`src/rtl/dac_seq_pkg.sv`:
```
// Shared types and constants for the DAC frame sequencer: FSM state codes,
// frame byte indices, the {channel,sample} record and the frame byte builder.
package dac_seq_pkg;

  localparam int SAMPLE_W = 16;
  localparam int CHAN_W   = 2;

  localparam logic [7:0] WAKE_BYTE = 8'h00;

  localparam logic [1:0] IDX_CMD = 2'd0;
  localparam logic [1:0] IDX_MSB = 2'd1;
  localparam logic [1:0] IDX_LSB = 2'd2;

  typedef logic [2:0] state_t;
  localparam state_t S_WAKE     = 3'd0;
  localparam state_t S_WAKE_GAP = 3'd1;
  localparam state_t S_IDLE     = 3'd2;
  localparam state_t S_BYTE     = 3'd3;
  localparam state_t S_GAP      = 3'd4;

  typedef struct packed {
    logic [CHAN_W-1:0]   ch;
    logic [SAMPLE_W-1:0] smp;
  } sample_t;

  function automatic logic [7:0] frame_byte(input logic [1:0] idx,
                                            input logic [3:0] cmd,
                                            input sample_t    s);
    case (idx)
      IDX_CMD: frame_byte = {cmd, 2'b00, s.ch};
      IDX_MSB: frame_byte = s.smp[15:8];
      default: frame_byte = s.smp[7:0];
    endcase
  endfunction

endpackage

```
`src/rtl/dac_seq_fifo.sv`:
```
// Small synchronous FIFO of {channel,sample} records with occupancy count.
// Used by dac_frame_sequencer only when DAC_SEQ_FIFO_EN is defined.
module dac_seq_fifo
  import dac_seq_pkg::*;
#(
  parameter int DEPTH = 4
) (
  input  logic                   clk_i,
  input  logic                   rst_i,
  input  logic                   push_i,
  input  sample_t                data_i,
  input  logic                   pop_i,
  output sample_t                data_o,
  output logic                   full_o,
  output logic [$clog2(DEPTH):0] count_o
);

  localparam int AW = $clog2(DEPTH);

  sample_t              mem_q [DEPTH];
  logic [AW-1:0]        wr_q, rd_q;
  logic [AW:0]          cnt_q, cnt_d;
  logic                 do_push, do_pop;

  // A pop frees a slot in the same cycle, so a push into a full FIFO still lands.
  assign do_pop  = pop_i && (cnt_q != '0);
  assign do_push = push_i && (!full_o || do_pop);

  assign full_o  = (cnt_q == (AW+1)'(DEPTH));
  assign count_o = cnt_q;
  assign data_o  = mem_q[rd_q];

  always_comb begin
    cnt_d = cnt_q;
    case ({do_push, do_pop})
      2'b10:   cnt_d = cnt_q + 1'b1;
      2'b01:   cnt_d = cnt_q - 1'b1;
      default: cnt_d = cnt_q;
    endcase
  end

  always_ff @(posedge clk_i) begin
    if (rst_i) begin
      wr_q  <= '0;
      rd_q  <= '0;
      cnt_q <= '0;
    end else begin
      if (do_push) wr_q <= wr_q + 1'b1;
      if (do_pop)  rd_q <= rd_q + 1'b1;
      cnt_q <= cnt_d;
    end
  end

  always_ff @(posedge clk_i) begin
    if (do_push) mem_q[wr_q] <= data_i;
  end

endmodule

```
`src/rtl/dac_frame_sequencer.sv`:
```
// Turns {channel,sample} writes into paced 3-byte DAC frames for the SPI byte controller.
// Optional feature macro: DAC_SEQ_FIFO_EN (sample FIFO instead of a single holding register).
module dac_frame_sequencer
  import dac_seq_pkg::*;
#(
  parameter int         BYTE_GAP   = 64,
  parameter logic [3:0] CMD_NIBBLE = 4'h3,
  parameter int         FIFO_DEPTH = 4
) (
  input  logic                i_Clock,
  input  logic                i_Reset,
  input  logic                i_Sample_Valid,
  input  logic [SAMPLE_W-1:0] i_Sample,
  input  logic [CHAN_W-1:0]   i_Channel,
  output logic                o_Sample_Ready,
  output logic [7:0]          o_Data,
  output logic                o_Send,
  output logic                o_Busy
);

  localparam int             CNT_W    = $clog2(BYTE_GAP);
  localparam logic [CNT_W-1:0] GAP_LAST = CNT_W'(BYTE_GAP - 2);

  if (BYTE_GAP < 16 || FIFO_DEPTH < 2 || (FIFO_DEPTH & (FIFO_DEPTH - 1)) != 0) begin : g_param_check
    $error("dac_frame_sequencer: BYTE_GAP must be >= 16 and FIFO_DEPTH a power of 2");
  end

  state_t             state_q, state_d;
  logic [CNT_W-1:0]   cnt_q, cnt_d;
  logic [1:0]         idx_q, idx_d;
  logic [7:0]         data_q, data_d;
  sample_t            frame_q, frame_d;
  sample_t            in_smp;
  logic               take, pending, gap_done;

  assign gap_done = (cnt_q == GAP_LAST);

`ifdef DAC_SEQ_FIFO_EN
  sample_t                     fifo_dout;
  logic                        fifo_full;
  logic [$clog2(FIFO_DEPTH):0] fifo_count;

  // Pop in idle, or straight from the last gap of a frame for back-to-back frames.
  assign pending        = (fifo_count != '0);
  assign take           = pending && ((state_q == S_IDLE) ||
                          (state_q == S_GAP && gap_done && idx_q == IDX_LSB));
  assign o_Sample_Ready = (!fifo_full || take) && !i_Reset;
  assign in_smp         = fifo_dout;

  dac_seq_fifo #(.DEPTH(FIFO_DEPTH)) u_fifo (
    .clk_i   (i_Clock),
    .rst_i   (i_Reset),
    .push_i  (i_Sample_Valid && o_Sample_Ready),
    .data_i  ({i_Channel, i_Sample}),
    .pop_i   (take),
    .data_o  (fifo_dout),
    .full_o  (fifo_full),
    .count_o (fifo_count)
  );
`else
  assign pending        = 1'b0;
  assign o_Sample_Ready = (state_q == S_IDLE) && !i_Reset;
  assign take           = i_Sample_Valid && o_Sample_Ready;
  assign in_smp         = {i_Channel, i_Sample};
`endif

  // o_Data is loaded on the edge into S_BYTE so it is stable for the whole strobe cycle.
  always_comb begin
    state_d = state_q;
    cnt_d   = cnt_q;
    idx_d   = idx_q;
    data_d  = data_q;
    frame_d = frame_q;
    case (state_q)
      S_WAKE: state_d = S_WAKE_GAP;
      S_WAKE_GAP: begin
        if (gap_done) begin
          cnt_d   = '0;
          state_d = S_IDLE;
        end else begin
          cnt_d = cnt_q + 1'b1;
        end
      end
      S_IDLE: begin
        if (take) begin
          frame_d = in_smp;
          idx_d   = IDX_CMD;
          data_d  = frame_byte(IDX_CMD, CMD_NIBBLE, in_smp);
          state_d = S_BYTE;
        end
      end
      S_BYTE: state_d = S_GAP;
      S_GAP: begin
        if (!gap_done) begin
          cnt_d = cnt_q + 1'b1;
        end else begin
          cnt_d = '0;
          if (idx_q != IDX_LSB) begin
            idx_d   = idx_q + 2'd1;
            data_d  = frame_byte(idx_q + 2'd1, CMD_NIBBLE, frame_q);
            state_d = S_BYTE;
          end else if (take) begin
            frame_d = in_smp;
            idx_d   = IDX_CMD;
            data_d  = frame_byte(IDX_CMD, CMD_NIBBLE, in_smp);
            state_d = S_BYTE;
          end else begin
            state_d = S_IDLE;
          end
        end
      end
      default: state_d = S_WAKE;
    endcase
  end

  always_ff @(posedge i_Clock) begin
    if (i_Reset) begin
      state_q <= S_WAKE;
      cnt_q   <= '0;
      idx_q   <= IDX_CMD;
      data_q  <= WAKE_BYTE;
    end else begin
      state_q <= state_d;
      cnt_q   <= cnt_d;
      idx_q   <= idx_d;
      data_q  <= data_d;
    end
  end

  always_ff @(posedge i_Clock) begin
    frame_q <= frame_d;
  end

  assign o_Data = data_q;
  assign o_Send = ((state_q == S_WAKE) || (state_q == S_BYTE)) && !i_Reset;
  assign o_Busy = (state_q != S_IDLE) || pending || i_Reset;

endmodule

```
`config.mk`:
```
export PLATFORM = sky130hd
export DESIGN_NAME = dac_frame_sequencer
export DESIGN_NICKNAME = d
export VERILOG_FILES = /design/src/rtl/dac_seq_pkg.sv /design/src/rtl/dac_seq_fifo.sv /design/src/rtl/dac_frame_sequencer.sv
export SDC_FILE = /design/constraint.sdc
export NUM_CORES = 1
export LEC_CHECK = 0
export CORE_AREA = 2 2 50 70
export CTS_BUF_LIST = sky130_fd_sc_hd__clkbuf_2 sky130_fd_sc_hd__clkbuf_4 sky130_fd_sc_hd__clkbuf_8
export DETAILED_ROUTE_END_ITERATION = 10
export DIE_AREA = 0 0 52 72
export PLACE_DENSITY = 0.84
export SYNTH_ARGS = -nofsm -noshare
export SYNTH_HDL_FRONTEND = slang
export SYNTH_SLANG_ARGS = --single-unit
```
`constraint.sdc`:
```
create_clock -name i_Clock -period 3.1 [get_ports i_Clock]
set_input_delay 0.465 -clock i_Clock [delete_from_list [all_inputs] [get_ports i_Clock]]
set_output_delay 0.465 -clock i_Clock [all_outputs]
set_load 0.01 [all_outputs]
```
==> flow_summary.toml <==
[setup_path]
cp_data_required_time_ns = 2.63
worstSetupStartpointType = "input pin"
slowest_stage = "clkdlybuf4s50_1"
arrival_ns = 1.90
cp_common_cell = "clkdlybuf4s50_1"
crit_chain = "clkdlybuf4s50_1 > buf_4 > nor3_1 > clkdlybuf4s50_1"
slowest_delay_ns = 0.56
criticalPathCategory = "in2out"
crit_path_end_kind = "primary output"
crit_family = "buffers and inverters"
cp_max_fo = 20
critPathBufInv = 3

[timing]
max_freq_mhz = 423
rsz0062_at_grt = "false"
setup_viol = 0
hold_viol = 0
relSlewSlack_pct = 62.7
fin_crit_ns = 2.36
fin_hold_ws_ns = 0.506
tns_ns = 0
max_slew.worst_pin.slew_ns = 0.558
min_period_over_period_pct = 76.2
slew_viol_final = 0
clock_skew_ns = 0.00637

[synthesis]
synth_area_per_cell_sq_um = 10.6
synth.largest_area_cell = "edfxtp_1"
netlist_top_cells_area = "edfxtp_1, dfxtp_1, a21oi_1, ha_1, nand2_1"
synth_top_area_share_pct = 31.1
synth_edf_count = 18
yosysWarningCount = 0
async_flop_share_pct = 0
synth_seq_area_share_pct = 53.0
ys_types = 38
syn_inst = 164
ys_ff_latch = 37
netlist_area_sq_um = 1740
synth_fp_nets = 192
ys.flop_type = "dfxtp_1"

[global_route]
grt_use_met3_pct = 3.70
gr-total-overflow = 0
top_usage_layer = "met2"
grt_max_degree = 24
antenna_found_initial = 0
grtUsageMet1_pct = 20.5
gr-usage-met2_pct = 34.3
grt_pass1_vias = 1223
grt_pass1_wl_um = 5310
grt_use_total_pct = 19.1

[clocking]
clk_latency_ns = 0.28
cts_buffer_depth = 2
cts_root_buf = "clkbuf_8"
cts_sinks = 37
cts_tree = "yes"
postCtsResizedCells = 0
htree_levels = 2
postCtsSetupRepairBufs = 0
ctsHoldBuffers = 0
cts_inserted_buffers = 5
clkTransAtPathRegs_ns = 0.06

[final_layout]
multi_input_area_sq_um = 698
final_common_cell = "clkdlybuf4s50_1"
drive_gt1_share_pct = 8.85
synthToLayoutAreaGrowth_pct = 21.3
layout_common_cells = "clkdlybuf4s50_1, a21oi_1, dfxtp_1, nand2_1, edfxtp_1"
diodes = 0
nFillCells = 239
nNetsFinal = 219
seqCellArea_sq_um = 921

[placed_design]
hpwlAfterDp_um = 2250
io_buffers = 31
gp_congestion = 0.796

[die]
dieArea_sq_um = 3740
fp.dieH_um = 72
start_util_pct = 56.1
num_rows = 24
core_area_sq_um = 3090
ios = 32
fp.dieW_um = 52

[power]
vdd_ir_drop_max_mv = 0.432
p_per_area_nw_per_um2 = 434
leakage_nw = 0.718

[drt]
via_count = 1289
wl_um = 3140
dr.pass1.iters = 4
drcViolationCount = 0
ant_nets = 0
avgViaCountPerCell = 5.58
wire_per_inst_um = 13.6
drtIter0Drc = 24

[run_status]
status = "finished, final reports clean"

[hold_path]
holdCritPathClass = "reg2reg"

[run]
maxCapViolations = 0
cell type report:
class	count	share of cell area (%)
Multi-Input combinational cell	109	33.1
Sequential cell	37	43.7
Inverter	6	1.13
Tap cell	39	2.32
Clock buffer	8	4.63
Timing Repair Buffer	32	15.1
metrics by stage:
step                cell area (sq um)  std cells  setup slack, ns  utilization (%)  total power [mW]
floorplan                        1740        164             1.44                -             0.548
global placement                 2010        223            0.753             65.0             0.575
detailed placement               2010        223            0.734             65.0             0.577
CTS                              2110        231            0.733             68.1             0.927
global route                     2110        231            0.678             68.1             0.953
finish                           2110        231            0.738             68.1             0.915
metal layers:
| layer | wire (um) | vias up | share of wire [%] |
|---|---|---|---|
| met5 | 0 | - | 0 |
| met4 | 51 | 0 | 1.6 |
| met3 | 128 | 6 | 4.1 |
| met2 | 1750 | 36 | 56 |
| met1 | 1220 | 603 | 39 |
| li1 | - | 644 | - |
cell usage after synthesis, drive strengths merged, types with 2 or more instances:
cell,n
inv,5
a22oi,2
nor3,7
a2111oi,3
dfxtp,19
nand3b,5
a21oi,20
or3,4
buf,7
nor2,7
nor3b,3
a211oi,3
clkbuf,5
or3b,2
a31oi,4
nand2,19
ha,7
o21ai,6
edfxtp,18
nand3,6
flip-flops by register name, indices dropped and copies added, names as in the netlist:
register,cells
o_Data,8
cnt_q,6
frame_q,18
state_q,3
idx_q,2
worst paths after layout:
| path | start | endpoint | slack (ns) | cells past startpoint |
|---|---|---|---|---|
| worst max-delay path | i_Reset | o_Send | 0.74 | 4 |
| worst min-delay path | o_Data[7] | o_Data[7] | 0.51 | 2 |
| worst max register to register | state_q[2] | o_Data[1] | 1.05 | 4 |
| worst min register to register | o_Data[7] | o_Data[7] | 0.51 | 2 |
cells by family after synthesis:
kind of cell | Yosys count | share of synthesized area, %
AOI/OAI and AO/OA | 40 | 14.1
and+or+nand+nor | 60 | 19.6
buffers and inverters | 18 | 6.77
DFF | 37 | 53.0
adders and majority gates | 7 | 5.04
xor gates and xnor gates | 2 | 1.44
power breakdown:
group	internal, mW	total, mW	switching, mW
clock	0.198	0.349	0.150
combinational	0.0302	0.0460	0.0158
sequential	0.514	0.520	0.00580
tightest hold or removal path, delay by kind of cell (launching register included):
kind	cells	cell delay [ns]
compound gates	1	0.06
simple gates	1	0.08
flops	1	0.32
(Power assumes the default switching activity.)
